===== src/rtl/hilo_muldiv_unit_pkg.sv =====
// Shared definitions for the HILO multiply/divide unit: opcode encodings
// for the HILO-class ALU ops, the unit FSM state type, the divider iteration
// count and an opcode decoder used by the top level.
package hilo_muldiv_unit_pkg;

  localparam int unsigned DIV_ITERS = 32;

  typedef enum logic [1:0] {
    ST_IDLE,
    ST_MUL,
    ST_DIV,
    ST_DONE
  } state_t;

  // How the product combines with the current {hi,lo}.
  typedef enum logic [1:0] {
    ACC_NONE,
    ACC_ADD,
    ACC_SUB
  } acc_t;

  localparam logic [5:0] ALU_MTHI  = 6'h11;
  localparam logic [5:0] ALU_MTLO  = 6'h13;
  localparam logic [5:0] ALU_MULT  = 6'h18;
  localparam logic [5:0] ALU_MULTU = 6'h19;
  localparam logic [5:0] ALU_DIV   = 6'h1A;
  localparam logic [5:0] ALU_DIVU  = 6'h1B;
  localparam logic [5:0] ALU_MADD  = 6'h1C;
  localparam logic [5:0] ALU_MADDU = 6'h1D;
  localparam logic [5:0] ALU_MSUB  = 6'h1E;
  localparam logic [5:0] ALU_MSUBU = 6'h1F;

  typedef struct packed {
    logic mthi;
    logic mtlo;
    logic mul;
    logic div;
    logic is_signed;
    acc_t acc;
  } op_dec_t;

  // Unknown opcodes decode to all-zero, which the top treats as a no-op.
  function automatic op_dec_t decode_op(input logic [5:0] op);
    op_dec_t d;
    d = '0;
    case (op)
      ALU_MTHI:  d.mthi = 1'b1;
      ALU_MTLO:  d.mtlo = 1'b1;
      ALU_MULT:  begin d.mul = 1'b1; d.is_signed = 1'b1; end
      ALU_MULTU: d.mul = 1'b1;
      ALU_MADD:  begin d.mul = 1'b1; d.is_signed = 1'b1; d.acc = ACC_ADD; end
      ALU_MADDU: begin d.mul = 1'b1; d.acc = ACC_ADD; end
      ALU_MSUB:  begin d.mul = 1'b1; d.is_signed = 1'b1; d.acc = ACC_SUB; end
      ALU_MSUBU: begin d.mul = 1'b1; d.acc = ACC_SUB; end
      ALU_DIV:   begin d.div = 1'b1; d.is_signed = 1'b1; end
      ALU_DIVU:  d.div = 1'b1;
      default:   d = '0;
    endcase
    return d;
  endfunction

endpackage


===== src/rtl/hilo_muldiv_unit_div.sv =====
// div_radix2_iter: unsigned radix-2 restoring divider, one quotient bit per
// cycle, DIV_ITERS iterations.
//   clk, rst       clock, synchronous active-high reset
//   abort          drop the in-flight division
//   start          load dividend/divisor and begin iterating
//   dividend       unsigned dividend
//   divisor        unsigned divisor
//   quotient       result quotient (valid while valid=1)
//   remainder      result remainder (valid while valid=1)
//   valid          high during the last iteration cycle; quotient/remainder
//                  show the values being produced by that iteration
module div_radix2_iter
  import hilo_muldiv_unit_pkg::*;
(
  input  logic        clk,
  input  logic        rst,
  input  logic        abort,
  input  logic        start,
  input  logic [31:0] dividend,
  input  logic [31:0] divisor,
  output logic [31:0] quotient,
  output logic [31:0] remainder,
  output logic        valid
);

  localparam logic [4:0] LAST_ITER = 5'(DIV_ITERS - 1);

  logic [31:0] rem_q;
  logic [31:0] quot_q;
  logic [31:0] dvsr_q;
  logic [4:0]  cnt;
  logic        running;

  logic [32:0] shifted;
  logic [32:0] trial;
  logic [31:0] rem_next;
  logic [31:0] quot_next;

  // Dividend bits shift out of quot_q into the partial remainder while
  // quotient bits shift in from the bottom.
  always_comb begin
    shifted = {rem_q, quot_q[31]};
    trial   = shifted - {1'b0, dvsr_q};
    if (!trial[32]) begin
      rem_next  = trial[31:0];
      quot_next = {quot_q[30:0], 1'b1};
    end else begin
      rem_next  = shifted[31:0];
      quot_next = {quot_q[30:0], 1'b0};
    end
  end

  always_ff @(posedge clk) begin
    if (rst) begin
      rem_q   <= '0;
      quot_q  <= '0;
      dvsr_q  <= '0;
      cnt     <= '0;
      running <= 1'b0;
    end else if (abort) begin
      cnt     <= '0;
      running <= 1'b0;
    end else if (start) begin
      rem_q   <= '0;
      quot_q  <= dividend;
      dvsr_q  <= divisor;
      cnt     <= '0;
      running <= 1'b1;
    end else if (running) begin
      rem_q  <= rem_next;
      quot_q <= quot_next;
      cnt    <= cnt + 5'd1;
      if (cnt == LAST_ITER) begin
        running <= 1'b0;
      end
    end
  end

  assign quotient  = quot_next;
  assign remainder = rem_next;
  assign valid     = running && (cnt == LAST_ITER);

endmodule


===== src/rtl/hilo_muldiv_unit.sv =====
// hilo_muldiv_unit: master-side HILO execution unit. Owns HI/LO and executes
// MULT/MULTU, MADD/MADDU, MSUB/MSUBU (pipelined multiply), DIV/DIVU
// (iterative divider) and MTHI/MTLO.
//   MUL_LATENCY    MUL-state cycles (1..3); extra product register stages
//   clk, rst       clock, synchronous active-high reset (clears hi/lo)
//   flush          abort in-flight op, suppress same-cycle start
//   start          op valid this cycle (honoured in IDLE/DONE only)
//   alu_op         operation code
//   src_a, src_b   operands (src_a also carries MTHI/MTLO data)
//   busy           multiply or divide in progress; stall the pipeline
//   done           one-cycle pulse, hi/lo already updated
//   hi, lo         architectural HI/LO
module hilo_muldiv_unit
  import hilo_muldiv_unit_pkg::*;
#(
  parameter int unsigned MUL_LATENCY = 1
) (
  input  logic        clk,
  input  logic        rst,
  input  logic        flush,
  input  logic        start,
  input  logic [5:0]  alu_op,
  input  logic [31:0] src_a,
  input  logic [31:0] src_b,
  output logic        busy,
  output logic        done,
  output logic [31:0] hi,
  output logic [31:0] lo
);

  localparam logic [1:0] MUL_LAST = 2'(MUL_LATENCY - 1);

  state_t  state;
  op_dec_t dec;
  logic    accept;

  logic signed [32:0] mul_a;
  logic signed [32:0] mul_b;
  acc_t               mul_acc;
  logic [1:0]         mul_cnt;
  logic [63:0]        prod_comb;
  logic [63:0]        prod_final;
  logic [63:0]        mul_result;

  logic        q_neg;
  logic        r_neg;
  logic        div_zero;
  logic [31:0] mag_a;
  logic [31:0] mag_b;
  logic [31:0] div_quo;
  logic [31:0] div_rem;
  logic        div_valid;
  logic [31:0] quo_fix;
  logic [31:0] rem_fix;

  assign dec    = decode_op(alu_op);
  assign accept = start && !flush && (state == ST_IDLE || state == ST_DONE);

  // Operands are held sign- or zero-extended to 33 bits so one signed
  // multiplier serves both flavours; the low 64 bits are the result.
  assign prod_comb = 64'(mul_a * mul_b);

  if (MUL_LATENCY > 1) begin : g_pipe
    logic [63:0] stage [MUL_LATENCY-1];
    always_ff @(posedge clk) begin
      stage[0] <= prod_comb;
      for (int unsigned i = 1; i < MUL_LATENCY - 1; i++) begin
        stage[i] <= stage[i-1];
      end
    end
    assign prod_final = stage[MUL_LATENCY-2];
  end else begin : g_comb
    assign prod_final = prod_comb;
  end

  always_comb begin
    case (mul_acc)
      ACC_ADD: mul_result = {hi, lo} + prod_final;
      ACC_SUB: mul_result = {hi, lo} - prod_final;
      default: mul_result = prod_final;
    endcase
  end

  // Divider works on magnitudes; signs are restored at writeback.
  always_comb begin
    mag_a = (dec.is_signed && src_a[31]) ? (~src_a + 32'd1) : src_a;
    mag_b = (dec.is_signed && src_b[31]) ? (~src_b + 32'd1) : src_b;
    quo_fix = q_neg ? (~div_quo + 32'd1) : div_quo;
    rem_fix = r_neg ? (~div_rem + 32'd1) : div_rem;
  end

  div_radix2_iter u_div (
    .clk       (clk),
    .rst       (rst),
    .abort     (flush),
    .start     (accept && dec.div),
    .dividend  (mag_a),
    .divisor   (mag_b),
    .quotient  (div_quo),
    .remainder (div_rem),
    .valid     (div_valid)
  );

  always_ff @(posedge clk) begin
    if (rst) begin
      state    <= ST_IDLE;
      hi       <= '0;
      lo       <= '0;
      mul_a    <= '0;
      mul_b    <= '0;
      mul_acc  <= ACC_NONE;
      mul_cnt  <= '0;
      q_neg    <= 1'b0;
      r_neg    <= 1'b0;
      div_zero <= 1'b0;
    end else if (flush) begin
      state   <= ST_IDLE;
      mul_cnt <= '0;
    end else begin
      case (state)
        ST_IDLE, ST_DONE: begin
          state <= ST_IDLE;
          if (accept) begin
            if (dec.mthi) begin
              hi <= src_a;
            end else if (dec.mtlo) begin
              lo <= src_a;
            end else if (dec.mul) begin
              mul_a   <= {dec.is_signed & src_a[31], src_a};
              mul_b   <= {dec.is_signed & src_b[31], src_b};
              mul_acc <= dec.acc;
              mul_cnt <= '0;
              state   <= ST_MUL;
            end else if (dec.div) begin
              q_neg    <= dec.is_signed & (src_a[31] ^ src_b[31]);
              r_neg    <= dec.is_signed & src_a[31];
              div_zero <= (src_b == '0);
              state    <= ST_DIV;
            end
          end
        end
        ST_MUL: begin
          if (mul_cnt == MUL_LAST) begin
            {hi, lo} <= mul_result;
            state    <= ST_DONE;
          end else begin
            mul_cnt <= mul_cnt + 2'd1;
          end
        end
        ST_DIV: begin
          if (div_valid) begin
            if (!div_zero) begin
              lo <= quo_fix;
              hi <= rem_fix;
            end
            state <= ST_DONE;
          end
        end
        default: state <= ST_IDLE;
      endcase
    end
  end

  assign busy = (state == ST_MUL) || (state == ST_DIV);
  assign done = (state == ST_DONE);

endmodule


===== config.mk =====
export PLATFORM = sky130hd
export DESIGN_NAME = hilo_muldiv_unit
export DESIGN_NICKNAME = d
export VERILOG_FILES = /design/src/rtl/hilo_muldiv_unit_pkg.sv /design/src/rtl/hilo_muldiv_unit_div.sv /design/src/rtl/hilo_muldiv_unit.sv
export SDC_FILE = /design/constraint.sdc
export NUM_CORES = 2
export LEC_CHECK = 0
export CORE_MARGIN = 5
export CORE_UTILIZATION = 65
export CTS_CLUSTER_SIZE = 25
export DETAILED_ROUTE_END_ITERATION = 8
export DONT_BUFFER_PORTS = 1
export PLACE_DENSITY = 0.81
export SLEW_MARGIN = 20
export SYNTH_ARGS = -nofsm -noshare
export SYNTH_HDL_FRONTEND = slang
export SYNTH_SLANG_ARGS = --single-unit

===== constraint.sdc =====
create_clock -name clk -period 23.9 [get_ports clk]
set_input_delay 2.39 -clock clk [delete_from_list [all_inputs] [get_ports clk]]
set_output_delay 2.39 -clock clk [all_outputs]
set_load 0.005 [all_outputs]

### Word-level counts from Yosys, hierarchy flattened

Index checks and enable logic that the tools add are counted.

* word-level logic and storage cells: 140
* register bits: 241
* input bits: 74
* output and inout bits: 66

* equal/unequal tests: 26
* multiplexer cells: 47
* $add $sub $neg: 9
* bitwise operators: 12
* multipliers: 1
* reduce and logical (&&, ||, !) cells: 30

Operator list (count)
* $mux W32: 20
* $pmux W32 S3: 2
* $add A32 B1 Y32 const B: 4
* $not A32 Y32: 4
* $pmux W64 S2: 1
* $add A64 B64 Y64: 1
* $mul A33 B33 Y64: 1
* $sub A64 B64 Y64: 1
* $eq A6 B5 Y1 const B: 10
* $sub A33 B32 Y33: 1
* $logic_not A32 Y1: 1
* $mux W2: 12
* $ne A2 B2 Y1 const B: 10
* $reduce_and A6 Y1: 3
* $reduce_and A7 Y1: 2
* $reduce_or A2 Y1: 5
* $mux W1: 9
* $pmux W2 S2: 2
* $eq A2 B2 Y1 const B: 3
* $logic_and A1 B1 Y1: 6
* $pmux W2 S3: 1
* $reduce_and A2 Y1: 3
* $reduce_or A6 Y1: 1
* $add A5 B1 Y5 const B: 1
* 12 further kinds: 21

### Logic depth before layout (Yosys ltp)

* depth after elaboration: 9
* depth in mapped cells: 48
* depth with buffers taken out: 45

### Hierarchy

A second synthesis with hierarchy kept.

* cells, all modules: 6983
* area total of the unflattened synthesis: 58793.9 um^2

By module, submodules not included
* hilo_muldiv_unit: cells each 6201, seq. area each 2782.7 um^2, area each 52360.2 um^2, instances 1
* div_radix2_iter: cells each 782, seq. area each 2042.0 um^2, area each 6433.7 um^2, instances 1

### Worst setup path before layout

OpenSTA, ideal clock, no wires.

* kind: register to register
* start: reg mul_b[3]
* end: reg hi[31]
* period minus slack after synthesis: 11.042 ns
* cell stages (with the launch flop): 44
* data arrival time: 10.908 ns
* required time: 23.766 ns
* slack: 12.858 ns
* buffers on the path: 4
* setup time: 0.134 ns
* path through: dfxtp_1 > clkbuf_1 > clkbuf_1 > nand2_1 > fa_1 > fa_1 > inv_1 > fa_1 > inv_1 > fa_1 > fa_1 > inv_1 > fa_1 > fa_1 > fa_1 > ha_1 > buf_2 > a211oi_1 > [8 not listed] > buf_2 > a21oi_1 > xnor2_1 > ha_1 > a21oi_1 > o211ai_1 > nor3_1 > inv_1 > o311a_1 > nor3_1 > o21ai_1 > o41ai_2 > o21ai_0 > xor2_1 > or3_1 > and4_1 > o21ai_1 > a211oi_1

* word-level cells in the longest chain between the ends: 5
* elaborated cells on any way between the ends: 6
* classes of those cells: add/sub: 2; mul: 1; mux: 3

Ends and longest elaborated chain
* from (decl): line hilo_muldiv_unit.sv:38 `logic signed [32:0] mul_b;`
* from (signal assigned): line hilo_muldiv_unit.sv:130 `mul_b <= {dec.is_signed & src_b[31], src_b};`
* $mul A33 B33 Y64 (*): line hilo_muldiv_unit.sv:61 `assign prod_comb = 64'(mul_a * mul_b);`
* $sub A64 B64 Y64 / $add A64 B64 Y64 (equally long branches): line hilo_muldiv_unit.sv:79, hilo_muldiv_unit.sv:78
* $pmux W64 S2 (*): line hilo_muldiv_unit.sv:77 `case (mul_acc)`
* $mux W32 (*): line hilo_muldiv_unit.sv:143 `if (mul_cnt == MUL_LAST) begin`
* $pmux W32 S3 (*): line hilo_muldiv_unit.sv:120 `case (state)`
* to (signal assigned): line hilo_muldiv_unit.sv:125 `hi <= src_a;`
* to (signal assigned): line hilo_muldiv_unit.sv:144 `{hi, lo} <= mul_result;`
* to (signal assigned): line hilo_muldiv_unit.sv:154 `hi <= rem_fix;`
* to (decl): line hilo_muldiv_unit.sv:27 `output logic [31:0] hi,`

Mark *: on every way between the ends. The rest lies on a longest branch, timed or not. The select of a mux whose other input is x is not followed.
A chain may end at the register's enable or synchronous reset.

### Worst setup path after layout

* start: reg mul_b[6]
* end: reg hi[31]

Same word-level chain as after synthesis.

==> flow_metrics.tcl <==
set metrics [dict create \
    nets 8312 \
    yosys_warnings 0 \
    fin_tns_setup_ns 0 \
    fin_skew_ns 0.0294 \
    synth_seq_area_share_pct 8.18 \
    gp_congestion 1.03 \
    via_per_inst 6.25 \
    syn_avg_cell_area_um2 8.33 \
    clock.fmax_ghz 0.0772 \
    wl_met1_um 63800 \
    drv_cap 0 \
    multi_input_area_um2 48300 \
    cp_max_fo 22 \
    arrival_ns 13.44 \
    ctsHoldBuffers 0 \
    period_minus_slack_ns 12.96 \
    cts_sinks 241 \
    hold-worst-slack_ns 0.456 \
    netlist_area_um2 59000 \
    drc_errors 0 \
    drive_gt1_share_pct 3.02 \
    num_rows 110 \
    insertion_delay_ns 0.59 \
    critPathLaunchType "flip-flop" \
    critical_path_class "flip-flop to flip-flop" \
    fillers 7314 \
    grt_pass1_wl_um 280000 \
    drv_slew 0 \
    required_ns 24.39 \
    clock_path_buffers 3 \
    io_buffers 0 \
    dr_total_vias 49964 \
    design_area_um2 60600 \
    dp_hpwl_um 141000 \
    placed_area_um2 59600 \
    syn_nets 8603 \
    reg2reg_depth 39 \
    start_util_pct 65.5 \
    run_status "finished, final reports clean" \
    finalHoldViolations 0 \
    whs_path_depth 2 \
    finalSetupViolCount 0 \
    yosys.area.top_type "fa_1" \
    synth_area_leaders "fa_1 38%, dfxtp_1 8.2%, inv_1 7.3%" \
    dp.cells 7938 \
    drt_wl_total_um 176000 \
    antenna_found_initial 4 \
    post-route-period-util_pct 54.2 \
    hold_path_class "flip-flop to flip-flop" \
    drt_iter0_markers 4841 \
    power_density_nw_per_um2 20.7 \
    rsz0062_at_grt "false" \
    ioPinCount 140 \
    wl_per_cell_um 22.0 \
    route.met2.wl_um 84200 \
    cts_tree "built" \
    endpoint "hi[31]$_SDFFE_PP0P_" \
    synth_top_area_share_pct 38.2 \
    die-area_um2 96900 \
    synthDistinctLibCells 104 \
    cpPeakStageDelay_ns 0.75 \
    syn_inst 7083 \
    synth-edff-count 0 \
    maxSlewHeadroom_pct 24.0 \
    grt.total_usage_pct 36.0 \
    cts_buffers 28 \
    cts-root-buf "clkbuf_16" \
    critical_path.startpoint "mul_b[6]$_SDFFE_PP0P_" \
    cts_setup_buffers 0 \
    timing.rr.start "mul_b[6]$_SDFFE_PP0P_" \
    leakagePower_nw 27.9 \
    r2r_slack_ns 10.94 \
    path_clk_slew_ns 0.07 \
    worst-slew-pin-transition_ns 1.13 \
    ant_nets 0 \
    ys_ff_latch 241 \
    core_um2 90000 \
    cp-end-kind "flip-flop" \
    grt_pass1_vias 51921 \
    postCtsResizedCells 0 \
    ir_worst_vdd_v 0.0000547 \
    die_w_um 311 \
    ff_latch_area_um2 4830 \
    critPathMostFrequentCell "fa_1" \
    gr-total-overflow 0 \
    crit_slowest_cell "dfxtp_1" \
    rr_endpoint "hi[31]$_SDFFE_PP0P_" \
    cts_htree_levels 1 \
    synthFlopType "dfxtp_1" \
    fp.dieH_um 311 \
    top_layer_used "met5" \
    area_delta_synth_final_pct 2.69 \
    fin_cells 7991 \
    grt_max_degree 202 \
    wl_met3_um 16400 \
    async_flop_share_pct 0 \
    firstDrtPassIters 6 \
]
## cell type report
cell class | instances | area share (%)
sequential | 241 | 7.97
antenna | 1 | 0.00413
tap | 1176 | 2.43
inverter | 1150 | 7.12
timing repair buffer | 83 | 1.03
multi-input combinational | 5288 | 79.8
clock buffer | 35 | 1.28
clock inverter | 17 | 0.359
## sequential cells by signal, indices dropped and copies added (netlist names)
name,count
mul_acc,2
mul_b,33
mul_a,33
u_div.cnt,5
q_neg,1
div_zero,1
state,2
u_div.dvsr_q,32
mul_cnt,2
u_div.quot_q,32
u_div.running,1
u_div.rem_q,32
lo,32
r_neg,1
hi,32
## Yosys cell counts, drive strengths merged, types with 47 or more instances
cell type / n
a211oi: 81
a21o: 74
a21oi: 384
a221oi: 58
and2: 501
clkbuf: 372
dfxtp: 241
fa: 1127
ha: 319
inv: 1149
nand2: 1048
nand2b: 47
nor2: 369
nor3: 121
o21ai: 199
xnor2: 211
xor2: 107
## cells in the final DEF, fill, tap and decap left out, drive strengths merged, types with 29 or more instances in the layout
cell type	count
a211oi	81
a21o	74
a21oi	384
a221oi	58
a311oi	41
a31oi	30
and2	501
and3	33
buf	83
clkbuf	35
dfxtp	241
fa	1127
ha	319
inv	1149
mux2i	31
nand2	1048
nand2b	47
nand3	38
nand4	33
nor2	369
nor2b	37
nor3	121
o211ai	29
o21ai	199
o31ai	37
or3	43
xnor2	211
xor2	107
## where the power goes
group | switching, mW | total [mW] | internal (mW)
Sequential | 0.00494 | 0.409 | 0.404
Combinational | 0.222 | 0.364 | 0.142
Clock | 0.198 | 0.482 | 0.284
Total | 0.425 | 1.26 | 0.830
## worst min-delay path by stage
stage | from | endpoint | slack (ns)
2_1_floorplan | u_div.dvsr_q[26]$_SDFFE_PP0P_ | u_div.dvsr_q[26]$_SDFFE_PP0P_ | 0.43
3_3_place_gp | u_div.dvsr_q[31]$_SDFFE_PP0P_ | u_div.dvsr_q[31]$_SDFFE_PP0P_ | 0.44
3_5_place_dp | mul_b[23]$_SDFFE_PP0P_ | mul_b[23]$_SDFFE_PP0P_ | 0.45
4_1_cts | mul_b[14]$_SDFFE_PP0P_ | mul_b[14]$_SDFFE_PP0P_ | 0.45
5_1_grt | mul_a[11]$_SDFFE_PP0P_ | mul_a[11]$_SDFFE_PP0P_ | 0.47
6_report | mul_a[12]$_SDFFE_PP0P_ | mul_a[12]$_SDFFE_PP0P_ | 0.46
## critical path: cells and delay by family (launching register included)
kind                     cells  cell delay [ns]
adder cells (fa/ha/maj)     10             4.70
AND/OR/NAND/NOR              8             2.71
buffers and inverters        4             0.62
XOR/XNOR                     3             0.49
AO/OA/AOI/OAI               14             3.56
flip-flops                   1             0.75
## metal layers
metal,GRT usage [%],vias to the layer above
met2,60.3,2709
li1,-,21824
met1,45.5,24764
met3,5.83,661
met5,0,-
met4,18.6,6
## metrics by stage
step	setup slack [ns]	total power, mW	util (%)
6_report	10.94	1.26	67.3
5_1_grt	10.24	1.30	67.3
4_1_cts	11.09	1.25	67.3
3_5_place_dp	11.17	0.770	66.2
3_3_place_gp	11.26	0.770	66.2
2_1_floorplan	12.86	0.693	-
## kinds of logic after synthesis
logic type / share of synthesized area (%)
and+or+nand+nor: 19.1
buffers and inverters: 9.94
adders and majority gates: 45.0
AOI/OAI and AO/OA: 12.4
xor gates and xnor gates: 4.72
DFF: 8.18
muxes: 0.602
Note: power is estimated with default switching activity, not from simulation.
